<file path="config.mk">
export PLATFORM = sky130hd
export DESIGN_NAME = regfile_nport
export DESIGN_NICKNAME = d
export VERILOG_FILES = /design/src/rtl/regfile_nport.sv
export SDC_FILE = /design/constraint.sdc
export NUM_CORES = 1
export LEC_CHECK = 0
export ABC_AREA = 1
export CAP_MARGIN = 20
export CORE_UTILIZATION = 30
export CTS_CLUSTER_SIZE = 12
export DETAILED_ROUTE_END_ITERATION = 16
export PLACE_DENSITY_LB_ADDON = 0.05
export SETUP_SLACK_MARGIN = 0.5
export SLEW_MARGIN = 20
export SYNTH_ARGS = -nofsm -noshare
export SYNTH_HDL_FRONTEND = slang
export SYNTH_SLANG_ARGS = --single-unit
</file>
<file path="constraint.sdc">
create_clock -name clk -period 3.1 [get_ports clk]
set_input_delay 0.62 -clock clk [delete_from_list [all_inputs] [get_ports clk]]
set_output_delay 0.62 -clock clk [all_outputs]
set_load 0.01 [all_outputs]
</file>
<file path="src/rtl/regfile_nport.sv">
// regfile_nport: 2^ADDR_W x DATA_W register file with one-hot write decoder, two read ports,
// optional hardwired-zero r0, same-cycle write bypass and a written-since-reset bitmap.
module regfile_nport #(
    parameter int ADDR_W   = 4,
    parameter int DATA_W   = 32,
    parameter int ZERO_REG = 1,
    parameter int BYPASS   = 1,
    localparam int NREG    = 1 << ADDR_W
) (
    input  logic              clk,
    input  logic              reset,
    input  logic              regWrite,
    input  logic [ADDR_W-1:0] destReg,
    input  logic [DATA_W-1:0] writeData,
    input  logic [ADDR_W-1:0] srcReg1,
    input  logic [ADDR_W-1:0] srcReg2,
    output logic [DATA_W-1:0] readData1,
    output logic [DATA_W-1:0] readData2,
    output logic [NREG-1:0]   decOut,
    output logic [NREG-1:0]   written
);
    logic [DATA_W-1:0] regs [NREG];
    logic [NREG-1:0]   wen;
    logic              byp1, byp2;

    always_comb begin
        decOut          = '0;
        decOut[destReg] = regWrite;
    end

    // r0 stays decoded but never stored when hardwired to zero
    assign wen = decOut & {{(NREG-1){1'b1}}, ZERO_REG == 0};

    // bypass is gated by reset so reads stay zero while reset is held
    assign byp1 = BYPASS != 0 && reset && regWrite && srcReg1 == destReg;
    assign byp2 = BYPASS != 0 && reset && regWrite && srcReg2 == destReg;

    assign readData1 = (ZERO_REG != 0 && srcReg1 == '0) ? '0 : byp1 ? writeData : regs[srcReg1];
    assign readData2 = (ZERO_REG != 0 && srcReg2 == '0) ? '0 : byp2 ? writeData : regs[srcReg2];

    always_ff @(posedge clk or negedge reset) begin
        if (!reset) begin
            for (int i = 0; i < NREG; i++) regs[i] <= '0;
            written <= '0;
        end else begin
            for (int i = 0; i < NREG; i++) if (wen[i]) regs[i] <= writeData;
            written <= written | wen;
        end
    end
endmodule

</file>
==> results of run 1 <==
## state kept, by name, indices dropped and copies added, names as in the netlist
name     cells
regs       480
written     15
## path summary, 6_finish.rpt
path	end	start	cells past startpoint
max	readData2[7]	srcReg2[0]	14
min	regs[10]	reset	2
max reg2reg	written[1]	written[1]	1
min reg2reg	written[3]	written[3]	1
max in group asynchronous	regs[437]	reset	3
min in group clk	written[3]	written[3]	1
## timing repair
item	CTS	global route
pin swaps	90	173
cloned	25	17
gates resized for setup	465	327
buffers inserted	67	57
hold endpoints to repair	0	0
endpoints found under the setup margin	80	72
## layer usage
metal / vias to the layer above / track usage [%] / wire, um
met5: - / 0 / 0
met4: 0 / 7.33 / 3580
met3: 158 / 3.95 / 9040
met2: 1040 / 43.6 / 62800
met1: 14800 / 40.8 / 65800
li1: 14500 / - / -
## cell type report
cell class              instances  area, um2
flip-flops and latches        495      12400
repair buffers                613       7180
well taps                    1265       1580
inverters                     302       1190
clock buffers                  96       1980
multi-input cells            3280      14900
diodes                          2       5.00
fillers                      9985      55600
clock inverters                26        290
## kinds of logic (layout without fill, tap and decap cells)
group / Yosys count / in the layout / synth area share [%]
simple gates: 2605 / 2605 / 36.0
xor+xnor: 2 / 2 / 0.0607
flops: 495 / 495 / 43.0
buf+inv: 636 / 1037 / 9.36
compound gates: 672 / 672 / 11.7
other cells: 1 / 3 / 0.0130
## where the power goes
group	total, uW	switching, uW	internal, uW
combinational	6070	3650	2420
clock	8100	3230	4880
sequential	8720	866	7850
total	22900	7750	15100
## stage by stage
step / utilization (%) / cells / area (um2)
after floorplan: - / 4411 / 28800
after global routing: 41.5 / 6078 / 39500
after CTS: 39.7 / 6003 / 37700
final: 41.5 / 6079 / 39500
after global placement: 35.3 / 5789 / 33600
after detailed placement: 35.3 / 5789 / 33600
## placed cells by master, fill, tap and decap left out, drive strengths merged
cell type	instances
nor3	4
nor2	314
clkdlybuf4s50	47
dfrtp	495
bufinv	5
buf	526
conb	1
nand3	386
inv	304
clkinvlp	2
or2	15
dlymetal6s2s	5
bufbuf	2
nand2	1886
xnor2	2
diode	2
o21ai	576
clkbuf	119
clkinv	17
a21oi	96
dlygate4sd2	10
==> flow_metrics.tcl, run 1 <==
set metrics [dict create \
    numCtsBuffers 68 \
    clockBufferDepth 3 \
    worst_path_most_repeated_cell "buf_12" \
    yosysMostFrequentCell "nand2_1" \
    grt_usage_pct 28.1 \
    vias 30600 \
    ant_nets 0 \
    cts_tree "yes" \
    cts.sinks 495 \
    syn_area_mm2 0.0288 \
    crit_type "primary input to output port" \
    slew_headroom_pct 34.3 \
    gp_congestion 0.848 \
    htree_levels 3 \
    ys_warn_count 0 \
    dieWidth_um 312 \
    antenna_found_initial 3 \
    worst_pin_slew_ns 0.985 \
    vias_per_cell 5.03 \
    dp_slack_ns -0.484 \
    insertion_delay_ns 0.61 \
    path_max_fanout 6 \
    slowest_stage "nor2_4" \
    finalCritPeriodShare_pct 92.8 \
    crit_path_start_kind "primary input" \
    leakage_uw 0.0200 \
    grt_max_degree 153 \
    end_kind "output port" \
    final_nets 4807 \
    post-route-min-period_ns 2.88 \
    synthesis.nets 4458 \
    yosysTopAreaCell "dfrtp_1" \
    drc 0 \
    ys_seq_area_share_pct 43.0 \
    path_buf_inv 7 \
    avgSynthCellArea_um2 6.54 \
    hold_viol_final 0 \
    cts_hold_buffers 0 \
    drv_cap 0 \
    total_power_uw 22900 \
    worst_slack_ns 0.222 \
    setup_violations 0 \
    required_ns 2.48 \
    core_area_mm2 0.0952 \
    hp-class "primary input to asynchronous set/reset pin" \
    path_cells "clkbuf_16 -> buf_12 -> nor2_4 -> buf_12 -> buf_12 -> buf_12 -> nand2_4 -> nand3_2 -> nor2_1 -> buf_4 -> nor2_4 -> nor2_2 -> nor2_1 -> buf_2" \
    area_growth_syn_to_layout_pct 37.1 \
    portBuffers 141 \
    max_freq_mhz 348 \
    power_density_mw_per_mm2 579 \
    arrival_ns 2.26 \
    start_util_pct 30.3 \
    rsz0062_at_grt "yes" \
    status "finished clean" \
    grt_pass1_wl_mm 202 \
    drive_gt1_share_pct 20.3 \
    drtIter0Drc 2895 \
    async_flop_share_pct 100 \
    cp_top_family "buffers and inverters" \
    clock_skew_ns 0 \
    synth-seq-cells 495 \
    overflow 0 \
    fin_tns_setup_ns 0 \
    hpwlAfterDp_mm 87.4 \
    grt_pass1_vias 28300 \
    dieArea_mm2 0.0974 \
    hold_ws_ns 0.0759 \
    rows 113 \
    io_pins 143 \
    die_h_um 312 \
    synth_edf_count 0 \
    root_buffer "clkbuf_16" \
    synth_top_area_share_pct 43.0 \
    rrSetupSlack_ns 2.31 \
    first_pass_iters 5 \
    ir_drop_v 0.000319 \
    syn-instance-count 4411 \
    clkTransAtPathRegs_ns 0.05 \
    finalWirelength_mm 141 \
    synthFlopType "dfrtp_1" \
    critPathMaxStageDelay_ns 0.22 \
    finalMaxSlewViolations 0 \
    synth_cell_types 23 \
    routedWlPerCell_um 23.2 \
    synth_common_cells "1886 x nand2_1, 495 x dfrtp_1, 384 x nand3_1, 319 x o21ai_0, 304 x nor2_1" \
    synth_area_leaders "dfrtp_1 43%, nand2_1 25%, nand3_1 6.7%" \
]
Note: power is estimated with default switching activity, not from simulation.
==> run 2, diff against run 1 <==
CORE_MARGIN = 5   (was unset)
==> flow_metrics.tcl, run 2 (synthesis results as in run 1) <==
set metrics [dict create \
    status "finished clean" \
    grt_pass1_vias 28900 \
    cts_tree "yes" \
    reg_top3 "regs x480, written x15" \
    dieArea_mm2 0.102 \
    r2r_start "written[1]" \
    r2r_cells 1 \
    finalMaxSlewViolations 0 \
    hold_ws_ns 0.214 \
    vias_per_cell 5.02 \
    io_pins 143 \
    hold_viol_final 0 \
    worst_slack_ns 0.172 \
    max_freq_mhz 342 \
    path_cells "buf_12 -> buf_12 -> nor2_4 -> buf_6 -> buf_12 -> buf_12 -> buf_6 -> buf_6 -> nand2_2 -> nand3_2 -> nor2_2 -> nor2_2 -> nor2_1 -> nor2_1 -> buf_2" \
    routedWlPerCell_um 23.1 \
    drv_cap 0 \
    largest-register "regs" \
    root_buffer "clkbuf_16" \
    fin_tns_setup_ns 0 \
    final_cell_mix "1762 x nand2_1, 495 x dfrtp_1, 299 x nand3_1" \
    final_nets 4849 \
    ff_latch_area_mm2 0.0124 \
    overflow 0 \
    post-route-min-period_ns 2.93 \
    drive_gt1_share_pct 23.4 \
    fin_area_mm2 0.0407 \
    htree_levels 3 \
    ant_nets 0 \
    numCtsBuffers 66 \
    dieWidth_um 320 \
    clkTransAtPathRegs_ns 0.05 \
    vias 30700 \
    area_growth_syn_to_layout_pct 41.0 \
    end_kind "output port" \
    power_density_mw_per_mm2 568 \
    arrival_ns 2.31 \
    worst_path_most_repeated_cell "buf_12" \
    rows 113 \
    rrSetupSlack_ns 2.30 \
    ir_drop_v 0.000278 \
    die_h_um 320 \
    hpwlAfterDp_mm 90.9 \
    critPathMaxStageDelay_ns 0.21 \
    largest_register_ffs 480 \
    slew_headroom_pct 27.4 \
    grt_pass1_wl_mm 202 \
    portBuffers 141 \
    clockBufferDepth 3 \
    dp_slack_ns -0.531 \
    core_area_mm2 0.0952 \
    leakage_uw 0.0204 \
    setup_violations 0 \
    insertion_delay_ns 0.61 \
    start_util_pct 30.3 \
    finalWirelength_mm 141 \
    slowest_stage "nor2_4" \
    cts_hold_buffers 0 \
    drc 0 \
    first_pass_iters 5 \
    finalCritPeriodShare_pct 94.5 \
    placed_cell_area_mm2 0.0339 \
    grt_usage_pct 26.3 \
    fill_cells 9894 \
    path_max_fanout 7 \
    drtIter0Drc 2788 \
    required_ns 2.48 \
    cts.sinks 495 \
    gp_congestion 0.876 \
    total_power_uw 23100 \
    r2r_end "written[1]" \
    multiInputGateArea_mm2 0.0156 \
    worst_pin_slew_ns 1.09 \
    hp-class "primary input to asynchronous set/reset pin" \
    crit_path_start_kind "primary input" \
    clock_skew_ns 0 \
    crit_type "primary input to output port" \
    antenna_found_initial 5 \
    rsz0062_at_grt "yes" \
    layout_commonest_cell "nand2_1" \
    grt_max_degree 165 \
]
==> run 2: cell types whose count changed in the layout (fill, tap and decap cells not counted), sizes merged <==
| cell | before | now |
|---|---|---|
| dlygate4sd2 | 10 | 4 |
| bufbuf | 2 | 0 |
| clkinv | 17 | 7 |
| dlymetal6s2s | 5 | 4 |
| clkinvlp | 2 | 0 |
| inv | 304 | 300 |
| clkbuf | 119 | 135 |
| diode | 2 | 1 |
| buf | 526 | 572 |
==> run 2: stage by stage <==
step	cells	util (%)
floorplan	4411	-
global placement	5820	35.6
detailed placement	5820	35.6
CTS	6027	40.3
global route	6114	42.7
finish	6115	42.7
==> run 2: per-layer routing <==
metal / part of all wire, % / wire [um] / up-vias / track usage (%)
met1: 45 / 64200 / 14800 / 37.2
li1: - / - / 14600 / -
met5: 0.015 / 21 / - / 0
met3: 7.4 / 10500 / 219 / 5.82
met4: 3.3 / 4620 / 4 / 8.93
met2: 44 / 62100 / 1017 / 40.1
==> run 2: timing repair <==
item,in CTS,in global routing
buffers inserted,75,69
gates resized for setup,607,434
pin swaps,133,199
gates cloned,17,18
setup endpoints to repair,80,80
==> run 2: cell type report <==
class	instances	share of cell area [%]
antenna	1	0.00615
clock buffer	105	5.08
clock inverter	10	0.440
inverter	302	2.91
multi-input combinational	3280	38.2
sequential	495	30.5
tap	1265	3.89
timing repair buffer	657	19.0
==> run 2: report_power, final <==
| part | internal, uW | switching [uW] | total [uW] | leakage, uW |
|---|---|---|---|---|
| clock | 4960 | 3100 | 8060 | 0.00110 |
| combinational | 2530 | 3800 | 6330 | 0.0132 |
| sequential | 7850 | 851 | 8700 | 0.00611 |
| total | 15300 | 7750 | 23100 | 0.0204 |
==> run 2: worst max path at each step <==
stage	from	to	depth (start not counted)
after floorplan	srcReg1[1]	readData1[15]	9
after global placement	destReg[1]	readData2[1]	13
after detailed placement	destReg[1]	readData1[0]	13
after CTS	srcReg1[1]	readData1[0]	12
after global routing	srcReg1[1]	readData1[29]	15
final	srcReg1[1]	readData1[30]	15
==> run 2: worst max-delay path, delay by kind of cell <==
family,cells,cell delay [ns]
AND/OR/NAND/NOR,7,0.69
buffers and inverters,8,1.00
